### src/rtl/buffer_unshift.sv
// rtl/buffer_unshift.sv - parallel-in / serial-out word buffer drained over a valid/ready stream
// One packed NUM-word vector is loaded, then presented one WIDTH-bit word per accepted cycle.
module buffer_unshift #(
  parameter int NUM       = 4,
  parameter int WIDTH     = 16,
  parameter bit MSB_FIRST = 1'b1
) (
  input  logic                 clk,
  input  logic                 rst,
  input  logic                 clr,
  input  logic                 in_valid,
  output logic                 in_ready,
  input  logic [WIDTH*NUM-1:0] din,
  output logic                 out_valid,
  input  logic                 out_ready,
  output logic [WIDTH-1:0]     dout,
  output logic                 out_last,
  output logic                 busy
);

  localparam int CW = (NUM > 1) ? $clog2(NUM) : 1;
  localparam logic [CW-1:0] CNT_LAST = CW'(NUM - 1);

  typedef enum logic {IDLE, SHIFT} state_t;

  state_t               state;
  logic [WIDTH*NUM-1:0] buff;
  logic [WIDTH*NUM-1:0] buff_shifted;
  logic [CW-1:0]        cnt;
  logic                 accept;

  assign out_valid = (state == SHIFT);
  assign busy      = (state == SHIFT);
  assign out_last  = (state == SHIFT) && (cnt == CNT_LAST);
  assign accept    = out_valid && out_ready;
  // Final-word accept frees the buffer in the same cycle for a bubble-free reload.
  assign in_ready  = !rst && ((state == IDLE) || (accept && out_last));

  generate
    if (MSB_FIRST) begin : g_out_msb
      assign dout = buff[WIDTH*NUM-1 -: WIDTH];
    end else begin : g_out_lsb
      assign dout = buff[WIDTH-1:0];
    end

    if (NUM == 1) begin : g_shift_none
      assign buff_shifted = '0;
    end else if (MSB_FIRST) begin : g_shift_up
      assign buff_shifted = {buff[WIDTH*(NUM-1)-1:0], {WIDTH{1'b0}}};
    end else begin : g_shift_down
      assign buff_shifted = {{WIDTH{1'b0}}, buff[WIDTH*NUM-1:WIDTH]};
    end
  endgenerate

  always_ff @(posedge clk) begin
    if (rst || clr) begin
      state <= IDLE;
      buff  <= '0;
      cnt   <= '0;
    end else if (in_valid && in_ready) begin
      state <= SHIFT;
      buff  <= din;
      cnt   <= '0;
    end else if (accept) begin
      if (out_last) begin
        state <= IDLE;
        cnt   <= '0;
      end else begin
        buff <= buff_shifted;
        cnt  <= cnt + 1'b1;
      end
    end
  end

endmodule

### config.mk
export PLATFORM = sky130hd
export DESIGN_NAME = buffer_unshift
export DESIGN_NICKNAME = d
export VERILOG_FILES = /design/src/rtl/buffer_unshift.sv
export SDC_FILE = /design/constraint.sdc
export NUM_CORES = 1
export LEC_CHECK = 0
export ABC_AREA = 1
export ABC_CLOCK_PERIOD_IN_PS = 1810
export BUFFER_PORTS_ARGS = -buffer_cell sky130_fd_sc_hd__buf_2
export CORE_UTILIZATION = 53
export DETAILED_ROUTE_END_ITERATION = 8
export PLACE_DENSITY = 0.9
export SLEW_MARGIN = 20
export SYNTH_ARGS = -nofsm -noshare
export SYNTH_HDL_FRONTEND = slang
export SYNTH_SLANG_ARGS = --single-unit
### constraint.sdc
create_clock -name clk -period 1.81 [get_ports clk]
set_input_delay 0.0905 -clock clk [delete_from_list [all_inputs] [get_ports clk]]
set_output_delay 0.0905 -clock clk [all_outputs]
set_load 0.005 [all_outputs]
==> impl_metrics.yaml <==
global_routing:
  overflow: 0
  grt_usage: 0.2447
  antenna_found_initial: 0
  first_global_vias: 3301
  grt_pass1_wl_mm: 14.08
  grt_max_degree: 71
floorplanning:
  die_area_um2: 6985
  rows: 29
  start_util: 0.5523
  die_w_um: 83.58
  core_um2: 6386
  io_pins: 89
  die_h_um: 83.58
timing:
  grt_setup_unrepaired: "false"
  fmax_ghz: 0.5922
  skew_ns: 0.007779
  worst_pin_slew_ns: 1.044
  setup_ws_ns: 0.1214
  hold_violations: 0
  setup_violations: 0
  maxSlewHeadroom: 0.3030
  tns_ns: 0
  min_period_ns: 1.689
  slew_viol_final: 0
  post-route-period-util: 0.9329
routing:
  drc: 0
  dr.pass1.iters: 5
  wirelength_mm: 8.798
  dr_total_vias: 3711
  vias_per_cell: 5.482
  routedWlPerCell_um: 13.00
  drt.antenna.violating_nets: 0
  first_iter_violations: 355
synthesis:
  yosys_warnings: 0
  synth.cell_area_um2: 3527
  synth_area_per_cell_um2: 6.568
  syn_nets: 607
  synth_cell_types: 18
  synth_seq_cells: 67
  ys_seq_area_frac: 0.3803
  syn_inst: 537
power_and_ir_drop:
  power_density_nw_per_um2: 732.9
  power.leakage_nw: 2.007
  ir_drop_mv: 0.4345
critical_path:
  worst_ep_arrival_time_ns: 1.94
  critPathKind: "flip-flop to flip-flop"
  r2r_slack_ns: 0.12
  cp_slowest_stage_delay_ns: 0.35
  path_cells: "ha_1 -> nand2_1 -> nand2_2 -> nand3_4 -> buf_4 -> nand2_1 -> nand2_1 -> a21oi_1"
  cp.required_ns: 2.06
  critPathSlowestCell: "dfxtp_1"
  crit_path_end_kind: "flip-flop"
  crit_top_cell: "nand2_1"
  start_kind: "flip-flop"
  crit_fanout: 18
layout:
  antenna_cells: 0
  syn_to_final_growth_pct: 16.57
  drive_above_1_share: 0.2067
  n_fill_cell: 591
  fin_nets: 668
placement:
  pre_cts_ws_ns: 0.1335
  portBuffers: 88
  gp_congestion: 0.8062
  dp_hpwl_mm: 5.761
run_status:
  status: "complete, no violations"
cts:
  clock_latency_ns: 0.34
  h-tree-depth: 3
  cts_buffers: 9
  clk_path_buf_depth: 2
  clock-sinks: 67
  cts-root-buf: "clkbuf_8"
  cts_tree: "done"
  clk_pin_slew_worst_paths_ns: 0.07
flow_run:
  drv.max_cap_violation_count: 0
worst_hold_path:
  hp-class: "primary input to flip-flop"
metal layers:
layer,share of wire,global-route usage,vias up
met5,0,0,-
met4,0.018,0.1202,0
met3,0.066,0.04352,13
met2,0.48,0.4176,163
met1,0.43,0.2961,1675
li1,-,-,1860
repair_timing:
action,in CTS,in global routing
hold buffers,5,0
gates resized for setup,0,2
endpoints found under the hold margin,5,0
setup buffers,0,3
endpoints found under the setup margin,0,3
sequential cells by signal, indices dropped and copies added, names as in the netlist:
| signal | flops |
|---|---|
| buff | 64 |
| cnt | 2 |
| busy | 1 |
cells by family after synthesis:
kind of cell / share of synthesized area
buffers and inverters: 0.1540
DFF: 0.3803
adders and majority gates: 0.003547
and+or+nand+nor: 0.3672
AOI/OAI and AO/OA: 0.09507
worst paths after layout:
kind                            startpoint       end  depth (start not counted)
worst max register to register      cnt[0]  buff[35]                          8
worst max-delay path                cnt[0]  buff[35]                          8
worst min register to register      cnt[1]    cnt[1]                          2
worst min-delay path               din[10]  buff[10]                          3
stage by stage:
stage / cell area (um^2) / total power, mW / cells / utilization / hold WS (ns)
floorplan: 3527 / 1.843 / 537 / - / 0.2086
global placement: 3856 / 1.961 / 655 / 0.6038 / 0.3451
detailed placement: 3856 / 1.976 / 655 / 0.6038 / 0.3512
CTS: 4055 / 2.988 / 673 / 0.6350 / 0.0005766
global route: 4111 / 3.136 / 677 / 0.6438 / 0.01230
finish: 4111 / 3.013 / 677 / 0.6438 / 0.005663
cell usage in the layout (no fill, tap or decap):
| master | netlist | final |
|---|---|---|
| nand3_1 | 66 | 66 |
| nor2_1 | 2 | 2 |
| o21ai_0 | 1 | 1 |
| buf_16 | 0 | 1 |
| dfxtp_1 | 67 | 67 |
| nand3_4 | 0 | 1 |
| buf_4 | 23 | 17 |
| nand4_1 | 48 | 48 |
| clkbuf_16 | 0 | 1 |
| buf_2 | 11 | 88 |
| dlygate4sd3_1 | 0 | 5 |
| nand2_1 | 166 | 166 |
| clkbuf_1 | 17 | 3 |
| nand2_2 | 2 | 2 |
| ha_1 | 1 | 1 |
| inv_2 | 3 | 2 |
| clkinv_2 | 0 | 1 |
| a21oi_1 | 66 | 66 |
| clkbuf_8 | 0 | 10 |
| nor2_4 | 1 | 1 |
| inv_1 | 51 | 51 |
where the power goes:
part	switching, mW	leakage, nW	total [mW]	internal, mW
sequential	0.0244	0.544	1.54	1.52
clock	0.524	0.0754	1.04	0.514
combinational	0.256	1.39	0.432	0.175
cell usage after synthesis, drive strengths merged:
library cell | count | area (um^2)
nand4 | 48 | 300.3
nand3 | 67 | 340.3
dfxtp | 67 | 1341
inv | 54 | 202.7
o21ai | 1 | 5.000
nor2 | 3 | 18.77
ha | 1 | 12.51
buf | 45 | 276.5
nand2 | 168 | 635.6
a21oi | 66 | 330.3
clkbuf | 17 | 63.81
final cells by class:
| type | count | area (um^2) | share of cell area |
|---|---|---|---|
| repair buffers | 112 | 670.6 | 0.1631 |
| inverters | 54 | 203.9 | 0.04960 |
| flip-flops and latches | 67 | 1341 | 0.3262 |
| multi-input cells | 354 | 1650 | 0.4014 |
| well taps | 77 | 96.34 | 0.02343 |
| clock buffers | 13 | 148.9 | 0.03621 |
worst max-delay path, delay by kind of cell, from the launching register on:
| family | cells | cell delay, ns |
|---|---|---|
| AO/OA/AOI/OAI | 1 | 0.16 |
| adder cells (fa/ha/maj) | 1 | 0.25 |
| buffers and inverters | 1 | 0.27 |
| flip-flops | 1 | 0.35 |
| AND/OR/NAND/NOR | 5 | 0.57 |
(Power assumes the default switching activity.)
